File: config.mk
export PLATFORM = sky130hd
export DESIGN_NAME = learn_note_feeder
export DESIGN_NICKNAME = d
export VERILOG_FILES = /design/src/rtl/learn_note_feeder.sv
export SDC_FILE = /design/constraint.sdc
export NUM_CORES = 1
export LEC_CHECK = 0
export CAP_MARGIN = 5
export CELL_PAD_IN_SITES_DETAIL_PLACEMENT = 0
export CELL_PAD_IN_SITES_GLOBAL_PLACEMENT = 2
export CORE_ASPECT_RATIO = 0.9
export CORE_MARGIN = 1.5
export CORE_UTILIZATION = 33
export DETAILED_ROUTE_END_ITERATION = 8
export PLACE_DENSITY_LB_ADDON = 0.12
export SLEW_MARGIN = 30
export SYNTH_ARGS = -nofsm -noshare
export SYNTH_HDL_FRONTEND = slang
export SYNTH_SLANG_ARGS = --single-unit
File: constraint.sdc
create_clock -name vga_clk -period 5.6 [get_ports vga_clk]
set_clock_uncertainty 0.2 [all_clocks]
set_input_delay 0.84 -clock vga_clk [delete_from_list [all_inputs] [get_ports vga_clk]]
set_output_delay 0.84 -clock vga_clk [all_outputs]
set_load 0.02 [all_outputs]
File: src/rtl/learn_note_feeder.sv
// Learn-mode song sequencer: walks the song ROM and presents one note per
// scroll tick, pausing whenever the display pauses for a player miss.
module learn_note_feeder #(
    parameter int TICK_PERIOD = 100000,
    parameter int ADDR_W      = 8,
    parameter int GAP_TICKS   = 1
) (
    input  logic              vga_clk,
    input  logic              rst_n,
    input  logic              start,
    input  logic              stop,
    output logic [ADDR_W-1:0] rom_addr,
    input  logic [15:0]       rom_data,
    input  logic [9:0]        vga_bottom,
    input  logic [7:0]        key,
    output logic [7:0]        note,
    output logic [1:0]        shift,
    output logic              output_ready,
    output logic              busy,
    output logic              done,
    output logic [7:0]        stall_cnt
);

    localparam int CNT_W = (TICK_PERIOD > 1) ? $clog2(TICK_PERIOD) : 1;
    localparam int GAP_W = $clog2(GAP_TICKS + 2);
    localparam logic [CNT_W-1:0]  CNT_LAST  = CNT_W'(TICK_PERIOD - 1);
    localparam logic [GAP_W-1:0]  GAP_INIT  = GAP_W'(GAP_TICKS);
    localparam logic [ADDR_W-1:0] ADDR_LAST = '1;

    typedef enum logic [2:0] {
        IDLE  = 3'd0,
        FETCH = 3'd1,
        LOAD  = 3'd2,
        PLAY  = 3'd3,
        GAP   = 3'd4,
        DONE  = 3'd5
    } state_t;

    state_t            state_q, state_d;
    logic [CNT_W-1:0]  tickCnt_q, tickCnt_d;
    logic              tick_q, tick_d;
    logic [ADDR_W-1:0] addr_q, addr_d;
    logic [7:0]        note_q, note_d;
    logic [1:0]        shift_q, shift_d;
    logic              ready_q, ready_d;
    logic [5:0]        remain_q, remain_d;
    logic [GAP_W-1:0]  gap_q, gap_d;
    logic [7:0]        stall_q, stall_d;

    logic [6:0] keyNotes;
    logic       notesMatch;
    logic       accept;
    logic       stallHit;
    logic       stepNext;
    logic       unused_ok;

    // Free-running tick generator; kept identical to the display's so both
    // scroll on the same cycle after a shared reset.
    always_comb begin
        tickCnt_d = (tickCnt_q == CNT_LAST) ? '0 : tickCnt_q + CNT_W'(1);
        tick_d    = (tickCnt_q == CNT_LAST);
    end

    assign keyNotes   = {key[1], key[2], key[3], key[4], key[5], key[6], key[7]};
    assign notesMatch = (vga_bottom[8:2] == keyNotes);
    assign accept     = tick_q && notesMatch;
    assign stallHit   = tick_q && !notesMatch && (state_q == PLAY || state_q == GAP);
    assign unused_ok  = &{1'b0, vga_bottom[9], vga_bottom[1:0], key[0]};

    always_comb begin
        state_d  = state_q;
        addr_d   = addr_q;
        note_d   = note_q;
        shift_d  = shift_q;
        ready_d  = ready_q;
        remain_d = remain_q;
        gap_d    = gap_q;
        stall_d  = stall_q;
        stepNext = 1'b0;

        if (stallHit && stall_q != 8'hFF) begin
            stall_d = stall_q + 8'd1;
        end

        if (stop) begin
            state_d = IDLE;
            addr_d  = '0;
            note_d  = '0;
            ready_d = 1'b0;
        end else begin
            case (state_q)
                IDLE: begin
                    note_d  = '0;
                    ready_d = 1'b0;
                    if (start) begin
                        state_d = FETCH;
                        addr_d  = '0;
                        stall_d = '0;
                    end
                end
                FETCH: state_d = LOAD;
                LOAD: begin
                    if (rom_data[5:0] == 6'd0) begin
                        state_d = DONE;
                    end else begin
                        note_d   = rom_data[15:8];
                        shift_d  = rom_data[7:6];
                        ready_d  = 1'b1;
                        remain_d = rom_data[5:0];
                        state_d  = PLAY;
                    end
                end
                PLAY: begin
                    if (accept) begin
                        remain_d = remain_q - 6'd1;
                        if (remain_q <= 6'd1) begin
                            note_d  = '0;
                            ready_d = 1'b0;
                            if (GAP_TICKS == 0) begin
                                stepNext = 1'b1;
                            end else begin
                                gap_d   = GAP_INIT;
                                state_d = GAP;
                            end
                        end
                    end
                end
                GAP: begin
                    note_d  = '0;
                    ready_d = 1'b0;
                    if (accept) begin
                        if (gap_q <= GAP_W'(1)) begin
                            gap_d    = '0;
                            stepNext = 1'b1;
                        end else begin
                            gap_d = gap_q - GAP_W'(1);
                        end
                    end
                end
                DONE: begin
                    state_d = IDLE;
                    addr_d  = '0;
                end
                default: state_d = IDLE;
            endcase

            // The last ROM address ends the song instead of wrapping to 0.
            if (stepNext) begin
                if (addr_q == ADDR_LAST) begin
                    state_d = DONE;
                end else begin
                    addr_d  = addr_q + ADDR_W'(1);
                    state_d = FETCH;
                end
            end
        end
    end

    always_ff @(posedge vga_clk or negedge rst_n) begin
        if (!rst_n) begin
            state_q   <= IDLE;
            tickCnt_q <= '0;
            tick_q    <= 1'b0;
            addr_q    <= '0;
            note_q    <= '0;
            shift_q   <= '0;
            ready_q   <= 1'b0;
            remain_q  <= '0;
            gap_q     <= '0;
            stall_q   <= '0;
        end else begin
            state_q   <= state_d;
            tickCnt_q <= tickCnt_d;
            tick_q    <= tick_d;
            addr_q    <= addr_d;
            note_q    <= note_d;
            shift_q   <= shift_d;
            ready_q   <= ready_d;
            remain_q  <= remain_d;
            gap_q     <= gap_d;
            stall_q   <= stall_d;
        end
    end

    assign rom_addr     = addr_q;
    assign note         = note_q;
    assign shift        = shift_q;
    assign output_ready = ready_q;
    assign stall_cnt    = stall_q;
    assign done         = (state_q == DONE);
    assign busy         = (state_q == FETCH) || (state_q == LOAD) ||
                          (state_q == PLAY)  || (state_q == GAP);

endmodule

==> summary.txt <==
Global routing
  – Largest net degree at the start of global routing: 57
  – First-pass GRT wire length: approximately 12 mm
  – Vias in the first global route: 2418
  – Gr usage total: 0.152
  – Grt total ovfl: 0
  – Initial antenna violation count: 0

Place
  – GPL Wtd Cong: slightly above 0.7
  – Final HPWL DP: 5.08 mm
  – Quantity of I/O buffers inserted on ports: 62
  – DP Area: 3850 um^2
  – Placed insts: around 510

Final layout
  – P&R area growth vs syn: 26.1%
  – Layout Nets: 433
  – Post-route design area: 3940 um^2
  – Antenna Diode Count: 0
  – Layout cells sized above 1: 0.0716
  – Fillers: around 900
  – Final Instance Count excl. Fillers: slightly above 500
  – Util after Layout: 0.430

Power
  – Net Sw Frac: 0.317
  – Seq pwr share: 0.519
  – Combinational fraction of design power: 0.224
  – Leak: about 1.6 nW
  – Clock Power Share: 0.257
  – Total net switching power: 0.000290 W
  – VDD IR max: between 0.0001 and 0.00015 V
  – Internal power: between 0.0006 and 0.0007 W
  – PwrDens: 232 nW/um^2

Setup path
  – CP arrival: 1.98 ns
  – Worst path depth: 3
  – Worst flop-to-flop path startpoint: state_q[0]
  – Max FO, Critical Path: 16
  – Worst path required time: around 4.6 ns
  – Buf/Inv on CP: 1
  – Critical path origin: state_q[0]
  – Kind of start point of the critical path: flip-flop
  – Crit-path slowest cell: clkdlybuf4s50_1
  – Crit path cell chain: nor2_1 > xnor2_1 > clkdlybuf4s50_1
  – Crit-path max cell delay: ~0.66 ns
  – Crit path capture: busy
  – CP endpoint kind: primary output
  – R2R Setup Slk: slightly above 3 ns
  – Crit path kind: flip-flop to primary output
  – Reg2Reg Depth: 5
  – Top cell family by delay on the critical path: buffers and inverters
  – Worst reg2reg path endpoint: stall_cnt[5]

Clock network
  – Clk buf depth: 2
  – Num CTS Buffers: 5
  – H-Tree Depth: 2
  – Worst-path clk slew: ~0.11 ns
  – Post-CTS sizing: 0
  – Clock sink count: 56
  – # hold bufs at CTS: 0
  – Clock root cell: clkbuf_8
  – Clk_lat worst skew: roughly 0.31 ns
  – CTS tree: built
  – Post-CTS Repair Setup Buffers: 0

STA
  – Tcrit/Tclk final: 0.539
  – Number of setup violations in the final report: 0
  – Final Hold Violating Endpoints: 0
  – Unrepaired setup endpoints after global routing: false
  – Crit path time final: ~3 ns
  – Least-Margin Pin Slew: about 0.76 ns
  – Setup_tns: 0 ns
  – Achievable Freq: ~0.33 GHz
  – Slew Limit Fails: 0
  – Slew HR: 0.493

Synthesis
  – Post-synth EDFFs: 0
  – Synth area leader: dfrtp_1
  – Ys flop type: dfrtp_1
  – Cell variety after synth: just over 60
  – Ys Warns: 0
  – Most frequent cell after synthesis: dfrtp_1
  – Syn Nets: ~370
  – Mapped Area: approximately 3100 um^2
  – Top-area cell type share of the netlist area: 0.448
  – Syn Inst Count: 330
  – Synth Register Bits: 56
  – Post-synthesis sequential area ratio: 0.448
  – Synth top area cells: dfrtp_1 45%, xor2_1 5.0%, nand3_1 3.7%, nor2_1 3.6%, a21oi_1 3.4%
  – Mean post-synth cell area: 9.47 um^2
  – Synth cell count leaders: 56 x dfrtp_1, 30 x nor2_1, 24 x nand2_1
  – Async set or reset register ratio after synthesis: 1.00

Routing
  – Drt first pass iters: 4
  – Final antenna-violating net count: 0
  – Initial DRC Count: 108
  – Routed wire length: about 7.4 mm
  – Wirelength per Cell: ~14 um
  – Total number of vias: around 2.6k
  – DRC viols: 0
  – Vias per inst: around 5.1

Floorplan
  – Rows: 33
  – Initial Util: 0.341
  – Die area: just over 10000 um^2
  – I/O pin total: 67
  – Die height: between 90 and 100 um
  – DIE WIDTH: about 110 um
  – Core ar.: ~9200 um^2

Outcome
  – Status: finished, final reports clean

Run
  – Max Cap Violations: 0

Worst hold path
  – Min-delay worst type: flip-flop to flip-flop
  – Hold Path Stages: 1
## power groups by stage
stage / combinational, W / sequential [W] / clock, W
floorplan: 0.000111 / 0.000484 / 0
global placement: 0.000208 / 0.000483 / 0
detailed placement: 0.000206 / 0.000483 / 0
CTS: 0.000208 / 0.000475 / 0.000246
global route: 0.000228 / 0.000480 / 0.000256
finish: 0.000205 / 0.000475 / 0.000235
## kinds of logic after synthesis
kind of cell               after synthesis  share of synthesized area
AOI/OAI and AO/OA                       69                      0.141
buffers and inverters                   23                     0.0340
xor gates and xnor gates                27                     0.0756
adders and majority gates                5                     0.0200
muxes                                    6                     0.0212
DFF                                     56                      0.448
and+or+nand+nor                        144                      0.260
## cells in the final DEF, fill, tap and decap left out, types with 5 or more instances in the layout
master / instances
clkbuf_8: 5
ha_1: 5
nand2_1: 24
dfrtp_1: 56
and3_1: 5
nor3_1: 6
o31ai_1: 6
nor4_1: 5
o21ai_0: 15
or4_1: 6
xnor2_1: 9
a21oi_1: 21
clkdlybuf4s50_1: 61
nand3b_1: 5
xor2_1: 18
nor2_1: 30
inv_1: 10
nand2b_1: 10
nand3_1: 23
## flip-flops by register name, summed over array words and instances (netlist names)
| signal | cells |
|---|---|
| stall_cnt | 8 |
| tickCnt_q | 17 |
| state_q | 3 |
| remain_q | 6 |
| rom_addr | 8 |
| output_ready | 1 |
| shift | 2 |
| gap_q | 2 |
| note | 8 |
| tick_q | 1 |
## how the worst min path moves through the flow
stage | slack, ns | from | to
after floorplan | 0.25 | tickCnt_q[14] | tickCnt_q[14]
after global placement | 0.27 | shift[1] | shift[1]
after detailed placement | 0.28 | tickCnt_q[14] | tickCnt_q[14]
after CTS | 0.30 | tickCnt_q[14] | tickCnt_q[14]
after global routing | 0.32 | shift[1] | shift[1]
final | 0.29 | tickCnt_q[0] | tickCnt_q[0]
## area by class of cell
| class | count | area (um^2) | share of cell area |
|---|---|---|---|
| multi-input cells | 251 | 1620 | 0.411 |
| flip-flops and latches | 56 | 1400 | 0.355 |
| repair buffers | 65 | 638 | 0.162 |
| well taps | 122 | 153 | 0.0387 |
| clock buffers | 5 | 68.8 | 0.0174 |
| inverters | 11 | 41.3 | 0.0105 |
| clock inverters | 3 | 22.5 | 0.00571 |
## routing by layer
| layer | up-vias | global-route usage | share of wire |
|---|---|---|---|
| li1 | 1303 | - | - |
| met2 | 50 | 0.224 | 0.42 |
| met1 | 1261 | 0.229 | 0.52 |
| met5 | - | 0 | 0 |
| met3 | 4 | 0.0301 | 0.048 |
| met4 | 0 | 0.0304 | 0.0057 |
## metrics by stage
| step | total power (W) | hold WS [ns] | setup slack, ns |
|---|---|---|---|
| floorplan | 0.000595 | 0.251 | 3.13 |
| global placement | 0.000691 | 0.269 | 2.40 |
| detailed placement | 0.000689 | 0.277 | 2.39 |
| CTS | 0.000928 | 0.297 | 2.58 |
| global route | 0.000964 | 0.324 | 2.44 |
| finish | 0.000915 | 0.291 | 2.58 |
Note: power is estimated with default switching activity, not from simulation.
